**config.mk**
```make
export PLATFORM = sky130hd
export DESIGN_NAME = tx_packet_framer
export DESIGN_NICKNAME = d
export VERILOG_FILES = /design/src/rtl/tx_packet_framer.sv
export SDC_FILE = /design/constraint.sdc
export NUM_CORES = 1
export LEC_CHECK = 0
export BUFFER_PORTS_ARGS = -buffer_cell sky130_fd_sc_hd__buf_2
export CAP_MARGIN = 5
export CORE_MARGIN = 3
export CORE_UTILIZATION = 50
export DETAILED_ROUTE_END_ITERATION = 8
export PLACE_DENSITY_LB_ADDON = 0.1
export SKIP_CTS_REPAIR_TIMING = 1
export SLEW_MARGIN = 10
export SYNTH_ARGS = -nofsm -noshare
export SYNTH_HDL_FRONTEND = slang
export SYNTH_SLANG_ARGS = --single-unit
export TNS_END_PERCENT = 5
```
**constraint.sdc**
```tcl
create_clock -name clk -period 2.3 [get_ports clk]
set_input_delay 0.46 -clock clk [delete_from_list [all_inputs] [get_ports clk]]
set_output_delay 0.46 -clock clk [all_outputs]
set_load 0.1 [all_outputs]
```
**src/rtl/tx_packet_framer.sv**
```systemverilog
// Frames a latched correlator packet into a byte stream (ASCII hex or raw binary)
// with a trailing CRC-8 and, in ASCII mode, a CR terminator.
module tx_packet_framer #(
   parameter int PACKET_SIZE = 256,
   parameter bit BINARY      = 1'b0
) (
   input  logic                   clk,
   input  logic                   reset_n,
   input  logic [PACKET_SIZE-1:0] packet,
   input  logic                   load,
   input  logic                   enable,
   output logic [7:0]             byte_out,
   output logic                   byte_valid,
   input  logic                   byte_ready,
   output logic                   busy,
   output logic                   overrun
);

   localparam int NCHAR = BINARY ? PACKET_SIZE / 8 : PACKET_SIZE / 4;
   localparam int CW    = $clog2(PACKET_SIZE / 4 + 1);
   localparam logic [CW-1:0] LAST = CW'(NCHAR - 1);

   typedef enum logic [1:0] {IDLE, DATA, CRC, EOL} state_t;

   state_t                 state;
   logic [PACKET_SIZE-1:0] shreg;
   logic [7:0]             crc;
   logic [CW-1:0]          cnt;

   logic [PACKET_SIZE-1:0] shreg_next;
   logic [7:0]             top_byte;
   logic [7:0]             crc_fold;
   logic [7:0]             first_byte;
   logic                   xfer;
   logic                   accept;
   logic                   last_char;

   function automatic logic [7:0] hex_char(input logic [3:0] nib);
      return (nib < 4'd10) ? (8'h30 + {4'h0, nib}) : (8'h37 + {4'h0, nib});
   endfunction

   function automatic logic [7:0] crc8(input logic [7:0] c, input logic [7:0] d);
      logic [7:0] r;
      r = c ^ d;
      for (int i = 0; i < 8; i++) begin
         r = r[7] ? ({r[6:0], 1'b0} ^ 8'h07) : {r[6:0], 1'b0};
      end
      return r;
   endfunction

   // Handshake: a byte moves when byte_valid & byte_ready at a rising edge; byte_out
   // and byte_valid hold until then, and only reset or enable=0 may withdraw a byte.
   always_comb begin
      shreg_next = shreg << 8;
      top_byte   = shreg[PACKET_SIZE-1 -: 8];
      crc_fold   = crc8(crc, top_byte);
      xfer       = byte_valid & byte_ready;
      accept     = load & enable & (state == IDLE);
      last_char  = (cnt == LAST);
      first_byte = BINARY ? packet[PACKET_SIZE-1 -: 8] : hex_char(packet[PACKET_SIZE-1 -: 4]);
   end

   always_ff @(posedge clk or negedge reset_n) begin
      if (!reset_n) begin
         state      <= IDLE;
         shreg      <= '0;
         crc        <= '0;
         cnt        <= '0;
         byte_out   <= '0;
         byte_valid <= 1'b0;
         busy       <= 1'b0;
         overrun    <= 1'b0;
      end else begin
         overrun <= load & ~accept;
         if (!enable) begin
            state      <= IDLE;
            crc        <= '0;
            cnt        <= '0;
            byte_out   <= '0;
            byte_valid <= 1'b0;
            busy       <= 1'b0;
         end else begin
            case (state)
               IDLE: begin
                  if (load) begin
                     shreg      <= packet;
                     crc        <= '0;
                     cnt        <= '0;
                     state      <= DATA;
                     busy       <= 1'b1;
                     byte_valid <= 1'b1;
                     byte_out   <= first_byte;
                  end
               end
               DATA: begin
                  if (xfer) begin
                     cnt <= cnt + 1'b1;
                     // the raw top byte is complete after its low nibble goes out in ASCII mode
                     if (BINARY || cnt[0]) begin
                        crc   <= crc_fold;
                        shreg <= shreg_next;
                     end
                     if (last_char) begin
                        state    <= CRC;
                        cnt      <= '0;
                        byte_out <= BINARY ? crc_fold : hex_char(crc_fold[7:4]);
                     end else if (BINARY) begin
                        byte_out <= shreg_next[PACKET_SIZE-1 -: 8];
                     end else if (cnt[0]) begin
                        byte_out <= hex_char(shreg_next[PACKET_SIZE-1 -: 4]);
                     end else begin
                        byte_out <= hex_char(top_byte[3:0]);
                     end
                  end
               end
               CRC: begin
                  if (xfer) begin
                     if (BINARY) begin
                        state      <= IDLE;
                        byte_out   <= '0;
                        byte_valid <= 1'b0;
                        busy       <= 1'b0;
                     end else if (cnt == '0) begin
                        cnt      <= CW'(1);
                        byte_out <= hex_char(crc[3:0]);
                     end else begin
                        state    <= EOL;
                        cnt      <= '0;
                        byte_out <= 8'h0D;
                     end
                  end
               end
               EOL: begin
                  if (xfer) begin
                     state      <= IDLE;
                     byte_out   <= '0;
                     byte_valid <= 1'b0;
                     busy       <= 1'b0;
                  end
               end
               default: state <= IDLE;
            endcase
         end
      end
   end

endmodule

```
==> qor.txt, run 1 <==
Tot Pwr: 23.4 mW
Worst-path clk slew: 0.06 ns
Rel. slew slack: 0.504
layout cells sized above 1: 0.227
initial antenna violation count: 20
die height: 173 µm
NumNets Final: 1939
commonest cells after routing, fill and taps aside: 296 x nand2_1, 282 x o21ai_0, 280 x dfrtp_1, 269 x buf_2, 253 x mux2i_1
hold slack: 0.220 ns
RSZ-0062 raised after global routing: yes
placed cells: 2002
die area: 0.0300 mm²
r2r setup slk: 0.11 ns
Final Core Density: 0.627
fmax: 0.457 GHz
Final Skew: 0.0140 ns
final worst slack: 0.114 ns
CP arrival: 2.60 ns
Initial Utilization: 0.513
area of the multi-input gates: 0.00647 mm²
worst hold path class: in2reg
total CTS buffers: 34
fin crit period: 2.19 ns
post-route ant nets: 0
R2R cell count: 8
drt total wl: 33800 µm
Post-synth EDFFs: 0
FF+latch area: 0.00706 mm²
register area share after synthesis: 0.505
first-pass GRT wire length: 55500 µm
Design Area, Final: 0.0171 mm²
core footprint: 0.0273 mm²
worst-path maximum fanout: 5
Max Buffers Root-to-Sink: 3
YS warnings: 0
Setup-failing EPs final: 0
instance area at placement: 0.0159 mm²
outcome: completed
VDD IR max: 0.781 mV
area grow syn2layout: 22.2%
GRT Total Usage: 0.224
fillers: 2373
LEAKAGE: 7.90 nW
reg-to-reg startpoint: shreg[252]
critical path class: reg2reg
Clock Latency Late Sink: 0.49 ns
Placement Rows: 60
Vias/cell: 5.20
Placer Congestion: 0.869
GR Overflow Total: 0
Net Count, Synth: 1689
max-cap violations: 0
post-synth cell types: 59
pre-CTS WS: -0.00858 ns
post-route setup TNS: 0 ns
max-slew violation count: 0
R2R Path End: byte_out[2]
CP Capture Type: register
Hold Startpoint: packet[1]
Routed WL per cell: 16.3 µm
total number of vias: 10800
top post-synthesis cells by area: dfrtp_1 50%, mux2i_1 18%, o21ai_0 10%
Worst Hold Path Cells: 3
DRT iter0 DRCs: 589
Top FF cell, synth: dfrtp_1
Boundary Pins: 272
Hold Path End: shreg[1]
non-filler cells in the finished layout: 2069
# H-tree levels: 2
pwr dens: 1370 mW/mm²
Post-Syn Area: 0.0140 mm²
Mean Syn Cell Area: 9.86 µm²
root buffer cell: clkbuf_16
#FFs+latches synth: 282
Synth Instances: 1417
largest net degree at the start of global routing: 93
detailed placement HPWL: 24300 µm
crit start category: register
I/O Buffers: 270
Async SR Flop Fraction: 1.00
# clock sinks: 282
Final Hold Vio Count: 0
fin crit share: 0.950
DR pass1 iterations: 5
CP required: 2.72 ns
Remaining DRCs: 0
vias in the first global route: 10800
CTS tree: done
most common cell after layout, fill and taps aside: nand2_1
die width: 173 µm
Yosys top cell area share: 0.505
worst-margin pin slew: 0.744 ns
area leader, netlist: dfrtp_1
Yosys cell counts, types with 2 or more instances:
| cell type | count |
|---|---|
| dfrtp_1 | 282 |
| o21ai_1 | 2 |
| and3_1 | 3 |
| xor2_1 | 3 |
| nand2b_1 | 3 |
| xnor2_1 | 24 |
| nand4_1 | 5 |
| xor2_2 | 2 |
| ha_1 | 11 |
| o32a_1 | 2 |
| a22oi_1 | 5 |
| inv_1 | 18 |
| nor2b_1 | 9 |
| nor2_1 | 22 |
| a31oi_1 | 4 |
| and2_1 | 3 |
| a21oi_1 | 12 |
| a21boi_0 | 3 |
| nand3_1 | 12 |
| o31ai_1 | 3 |
| a211oi_1 | 4 |
| o21ai_0 | 282 |
| nor3_1 | 6 |
| xnor2_2 | 4 |
| mux2i_1 | 253 |
| clkbuf_1 | 69 |
| a21o_1 | 4 |
| buf_4 | 4 |
| o211ai_1 | 4 |
| a2111oi_0 | 2 |
| a221oi_2 | 2 |
| or3_1 | 6 |
| buf_2 | 25 |
| nand2_1 | 297 |
| o21a_1 | 3 |
final cells by class:
| cell class | count | share of cell area |
|---|---|---|
| Sequential cell | 282 | 0.413 |
| Multi-Input combinational cell | 1017 | 0.379 |
| Timing Repair Buffer | 314 | 0.112 |
| Clock buffer | 51 | 0.0595 |
| Tap cell | 372 | 0.0273 |
| Inverter | 18 | 0.00396 |
| Clock inverter | 7 | 0.00388 |
| Antenna cell | 8 | 0.00117 |
logic make-up (layout without fill, tap and decap cells):
family,after synthesis,after routing,synth area share
buffers and inverters,118,390,0.0353
adders and majority gates,11,11,0.00985
other,1,9,0.000268
DFF,282,282,0.505
and+or+nand+nor,374,374,0.109
muxes,254,254,0.182
AOI/OAI and AO/OA,344,344,0.135
xor gates and xnor gates,33,33,0.0239
report_power, final:
part	internal, mW	switching [mW]	leakage, nW
clock network	3.15	1.99	0.533
logic	4.07	5.63	3.81
registers	7.22	1.36	3.55
critical path, cell delays in order (launching register included):
cell and delay [ns]:
dfrtp_1 0.44, xnor2_4 0.26, xnor2_1 0.19, xnor2_1 0.19, ha_1 0.28, a21oi_1 0.09
a2111oi_1 0.39, o31ai_1 0.11, a31oi_1 0.17
sequential cells by signal, indices dropped and copies added, names as in the netlist:
register / cells
cnt: 7
busy: 1
shreg: 256
crc: 8
overrun: 1
byte_out: 7
state: 2
how the worst max path moves through the flow:
stage / to / startpoint / cells after the start / slack [ns]
3_5_place_dp: byte_out[1] / state[0] / 8 / -0.009
3_3_place_gp: byte_out[2] / shreg[252] / 8 / 0.12
4_1_cts: byte_out[1] / state[0] / 8 / -0.04
5_1_grt: byte_out[2] / shreg[252] / 8 / -0.04
2_1_floorplan: byte_out[2] / shreg[252] / 8 / 0.06
6_report: byte_out[2] / shreg[252] / 8 / 0.11
per-layer routing:
layer | vias up | share of wire | track usage
met4 | 24 | 0.022 | 0.0598
met1 | 4981 | 0.46 | 0.311
met3 | 80 | 0.061 | 0.0604
met2 | 258 | 0.45 | 0.350
li1 | 5414 | - | -
met5 | - | 0.0049 | 0
(Power assumes the default switching activity.)
==> inputs of run 2 (changes only) <==
- CELL_PAD_IN_SITES_DETAIL_PLACEMENT: unset -> 1
- CELL_PAD_IN_SITES_GLOBAL_PLACEMENT: unset -> 2
- CORE_UTILIZATION: 50 -> 31
- REMOVE_ABC_BUFFERS: unset -> 1
==> run 2 against run 1 <==
Non-clock buffer count rose by 18. Clock skew down 0.0016 ns. Via count increased by 1.1%. Design area is 3.7% higher. Critical endpoint unchanged. Worst hold slack worse by 0.054 ns. Clock power is 11% higher. First-iteration DRC count is 34% lower. Combinational power is 6% higher. Register-to-register slack about the same. Wire length is 18% higher. Critical path type unchanged. Final cell count is 12% higher.
==> qor.txt, run 2 (synthesized netlist as in run 1, its figures left out) <==
outcome: completed
die width: 218 µm
Final Core Density: 0.399
die height: 218 µm
initial antenna violation count: 16
max reg flops: 256
GR Overflow Total: 0
Placement Rows: 77
Largest Register: shreg
detailed placement HPWL: 28700 µm
Vias/cell: 4.70
fin crit share: 0.947
Setup-failing EPs final: 0
crit-path max cell delay: 0.44 ns
Final Skew: 0.0124 ns
layout cells sized above 1: 0.241
pwr dens: 1380 mW/mm²
Most Frequent Cell on Critical Path: xnor2_1
fillers: 5085
die area: 0.0477 mm²
Slowest cell on crit path: dfrtp_1
LEAKAGE: 8.08 nW
total number of vias: 10900
post-route ant nets: 0
Max Buffers Root-to-Sink: 3
GRT Total Usage: 0.167
Boundary Pins: 272
drt total wl: 39700 µm
# H-tree levels: 2
CP arrival: 2.65 ns
max-cap violations: 0
crit-path leading delay family: compound AO/OA/AOI/OAI gates
total CTS buffers: 37
largest net degree at the start of global routing: 73
largest registers: shreg (256), crc (8)
RSZ-0062 raised after global routing: yes
vias in the first global route: 11600
CTS tree: done
Initial Utilization: 0.315
NumNets Final: 1960
worst-path maximum fanout: 5
VDD IR max: 0.851 mV
Routed WL per cell: 17.2 µm
core footprint: 0.0444 mm²
Cell Chain, Critical Path: xnor2_4 > xnor2_1 > xnor2_1 > ha_2 > a21oi_1 > a2111oi_1 > o31ai_1 > a31oi_1
Clock Latency Late Sink: 0.55 ns
area of the multi-input gates: 0.00650 mm²
post-route setup TNS: 0 ns
Rel. slew slack: 0.645
CP required: 2.77 ns
I/O Buffers: 270
most common cell after layout, fill and taps aside: nand2_1
commonest cells after routing, fill and taps aside: 296 x nand2_1, 281 x o21ai_0, 281 x dfrtp_1, 269 x buf_2, 253 x mux2i_1
root buffer cell: clkbuf_16
# clock sinks: 282
CP bufs+invs: 0
Remaining DRCs: 0
worst-margin pin slew: 0.533 ns
max-slew violation count: 0
DRT iter0 DRCs: 387
Tot Pwr: 24.5 mW
worst hold path class: in2reg
DR pass1 iterations: 4
first-pass GRT wire length: 63300 µm
critical path class: reg2reg
fin crit period: 2.18 ns
fmax: 0.459 GHz
Worst-path clk slew: 0.06 ns
area grow syn2layout: 26.7%
CP Capture Type: register
FF+latch area: 0.00706 mm²
crit start category: register
Final Hold Vio Count: 0
Placer Congestion: 0.742
## run 2: power breakdown
group	internal, mW	total, mW	switching (mW)
logic	4.34	10.3	5.93
registers	7.21	8.51	1.29
clock network	3.44	5.71	2.26
## run 2: worst register-to-register path, stage by stage (launching register included)
cell	delay [ns]
dfrtp_1	0.44
xnor2_4	0.26
xnor2_1	0.19
xnor2_1	0.18
ha_2	0.27
a21oi_1	0.08
a2111oi_1	0.39
o31ai_1	0.11
a31oi_1	0.18
## run 2: through the flow
| step | cells | setup slack (ns) | instance area (µm²) | hold slack, ns |
|---|---|---|---|---|
| global placement | 2239 | -0.0341 | 16400 | 0.373 |
| detailed placement | 2239 | -0.0148 | 16400 | 0.372 |
| floorplan | 1317 | -15.23 | 13600 | 0.164 |
| CTS | 2305 | -0.0589 | 17600 | -0.222 |
| global route | 2308 | -0.00392 | 17700 | 0.151 |
| finish | 2314 | 0.122 | 17700 | 0.166 |
## run 2: cell type report
class	count	area share
clock inverters	13	0.00827
repair buffers	332	0.120
diodes	7	0.000989
multi-input cells	1017	0.367
clock buffers	53	0.0596
well taps	592	0.0418
inverters	18	0.00382
flip-flops and latches	282	0.399
## run 2: per-layer routing
layer | vias up | part of all wire | routed length [µm] | GRT usage
met5 | - | 0.0043 | 169 | 0
met1 | 5154 | 0.45 | 17800 | 0.212
met2 | 167 | 0.47 | 18800 | 0.278
met4 | 22 | 0.018 | 709 | 0.0450
met3 | 74 | 0.057 | 2250 | 0.0482
li1 | 5454 | - | - | -
## run 2: final timing paths
kind | start | to | slack (ns) | cells past startpoint
worst max-delay path | shreg[252] | byte_out[2] | 0.12 | 8
worst min-delay path | packet[0] | shreg[0] | 0.17 | 3
worst max register to register | shreg[252] | byte_out[2] | 0.12 | 8
worst min register to register | shreg[218] | shreg[218] | 0.47 | 2
max in group asynchronous | reset_n | shreg[210] | 1.15 | 4
min in group asynchronous | reset_n | shreg[151] | 0.39 | 2
==> inputs of run 3 (changes only) <==
- CORE_ASPECT_RATIO: unset -> 0.8
- CTS_BUF_LIST: unset -> sky130_fd_sc_hd__clkbuf_8 sky130_fd_sc_hd__clkbuf_16
==> run 3 against run 2 <==
Global-route usage rose by 0.17 points. Maximum frequency rose by 1.1%. Highest routed layer unchanged. Largest power group unchanged. First-iteration DRC count up 34%. Via count about the same. Design area down 0.96%.
==> qor.txt, run 3 (synthesized netlist as in run 1, its figures left out) <==
pre-CTS WS: -0.0330 ns
NumNets Final: 1959
fmax: 0.464 GHz
Boundary Pins: 272
fin crit period: 2.15 ns
Initial Utilization: 0.319
VDD IR max: 0.598 mV
Max Buffers Root-to-Sink: 3
Routed WL per cell: 17.5 µm
die area: 0.0477 mm²
commonest cells after routing, fill and taps aside: 296 x nand2_1, 281 x o21ai_0, 281 x dfrtp_1, 269 x buf_2, 253 x mux2i_1
max-slew violation count: 0
max reg flops: 256
layout cells sized above 1: 0.237
fillers: 5024
Slowest cell on crit path: a2111oi_1
GR Overflow Total: 0
Most Frequent Cell on Critical Path: xnor2_1
Final Skew: 0.0134 ns
DRT iter0 DRCs: 518
outcome: completed
Remaining DRCs: 0
most common cell after layout, fill and taps aside: nand2_1
core footprint: 0.0438 mm²
DR pass1 iterations: 4
post-route ant nets: 0
FF+latch area: 0.00706 mm²
die height: 196 µm
critical path class: reg2reg
Final Hold Vio Count: 0
Placement Rows: 68
area of the multi-input gates: 0.00651 mm²
worst-margin pin slew: 0.632 ns
max-cap violations: 0
crit start category: register
# clock sinks: 282
RSZ-0062 raised after global routing: yes
GRT Total Usage: 0.169
pwr dens: 1380 mW/mm²
total CTS buffers: 35
CP required: 2.75 ns
CP bufs+invs: 1
Final Core Density: 0.400
Cell Chain, Critical Path: xnor2_4 > xnor2_1 > xnor2_1 > inv_1 > ha_2 > a21oi_1 > a2111oi_1 > o31ai_1 > a31oi_1
Largest Register: shreg
worst hold path class: in2reg
total number of vias: 10900
largest registers: shreg (256), crc (8)
Design Area, Final: 0.0175 mm²
final worst slack: 0.145 ns
area grow syn2layout: 25.5%
crit-path leading delay family: compound AO/OA/AOI/OAI gates
die width: 243 µm
root buffer cell: clkbuf_16
LEAKAGE: 8.05 nW
detailed placement HPWL: 28800 µm
CP Capture Type: register
Vias/cell: 4.72
worst-path maximum fanout: 5
largest net degree at the start of global routing: 105
I/O Buffers: 270
CP arrival: 2.60 ns
CTS tree: done
instance area at placement: 0.0163 mm²
Clock Latency Late Sink: 0.53 ns
Rel. slew slack: 0.579
crit-path max cell delay: 0.44 ns
Worst-path clk slew: 0.06 ns
# H-tree levels: 2
vias in the first global route: 11500
Placer Congestion: 0.784
non-filler cells in the finished layout: 2303
fin crit share: 0.937
drt total wl: 40300 µm
initial antenna violation count: 11
first-pass GRT wire length: 64800 µm
placed cells: 2241
Setup-failing EPs final: 0
## run 3: worst paths after layout
kind                          endpoint  slack [ns]        from  cells after the start
setup / recovery           byte_out[2]        0.15      crc[4]                      9
max in group asynchronous     state[0]        1.11     reset_n                      3
setup reg to reg           byte_out[2]        0.15      crc[4]                      9
hold / removal                shreg[1]        0.17   packet[1]                      3
min in group asynchronous   shreg[174]        0.44     reset_n                      2
hold reg to reg             shreg[153]        0.47  shreg[153]                      2
## run 3: metrics by stage
| step | power [mW] | hold WS, ns | TNS (ns) |
|---|---|---|---|
| after global placement | 18.5 | 0.372 | 0 |
| after detailed placement | 18.8 | 0.373 | -0.0330 |
| after CTS | 24.3 | -0.193 | -0.120 |
| after global routing | 26.4 | 0.173 | -0.0730 |
| final | 24.3 | 0.171 | 0 |
| after floorplan | 13.8 | 0.164 | -4107.19 |
## run 3: tightest hold or removal path, cell delays in order
cell	delay, ns
buf_2	0.09
nand2_1	0.05
o21ai_0	0.06
## run 3: routing by layer
layer	global-route usage	up-vias	part of all wire
met5	0	-	0.0031
met4	0.0323	18	0.013
met3	0.0420	54	0.050
met2	0.266	170	0.45
met1	0.237	5200	0.48
li1	-	5428	-
## run 3: power by group
part	internal (mW)	switching [mW]	leakage, nW
registers	7.22	1.28	3.55
logic	4.38	6.04	3.92
clock network	3.21	2.15	0.579
## run 3: cell type report
cell class,instances,area share
Multi-Input combinational cell,1017,0.371
Clock inverter,9,0.00292
Timing Repair Buffer,333,0.116
Clock buffer,47,0.0606
Inverter,18,0.00385
Tap cell,595,0.0424
Sequential cell,282,0.402
Antenna cell,2,0.000285
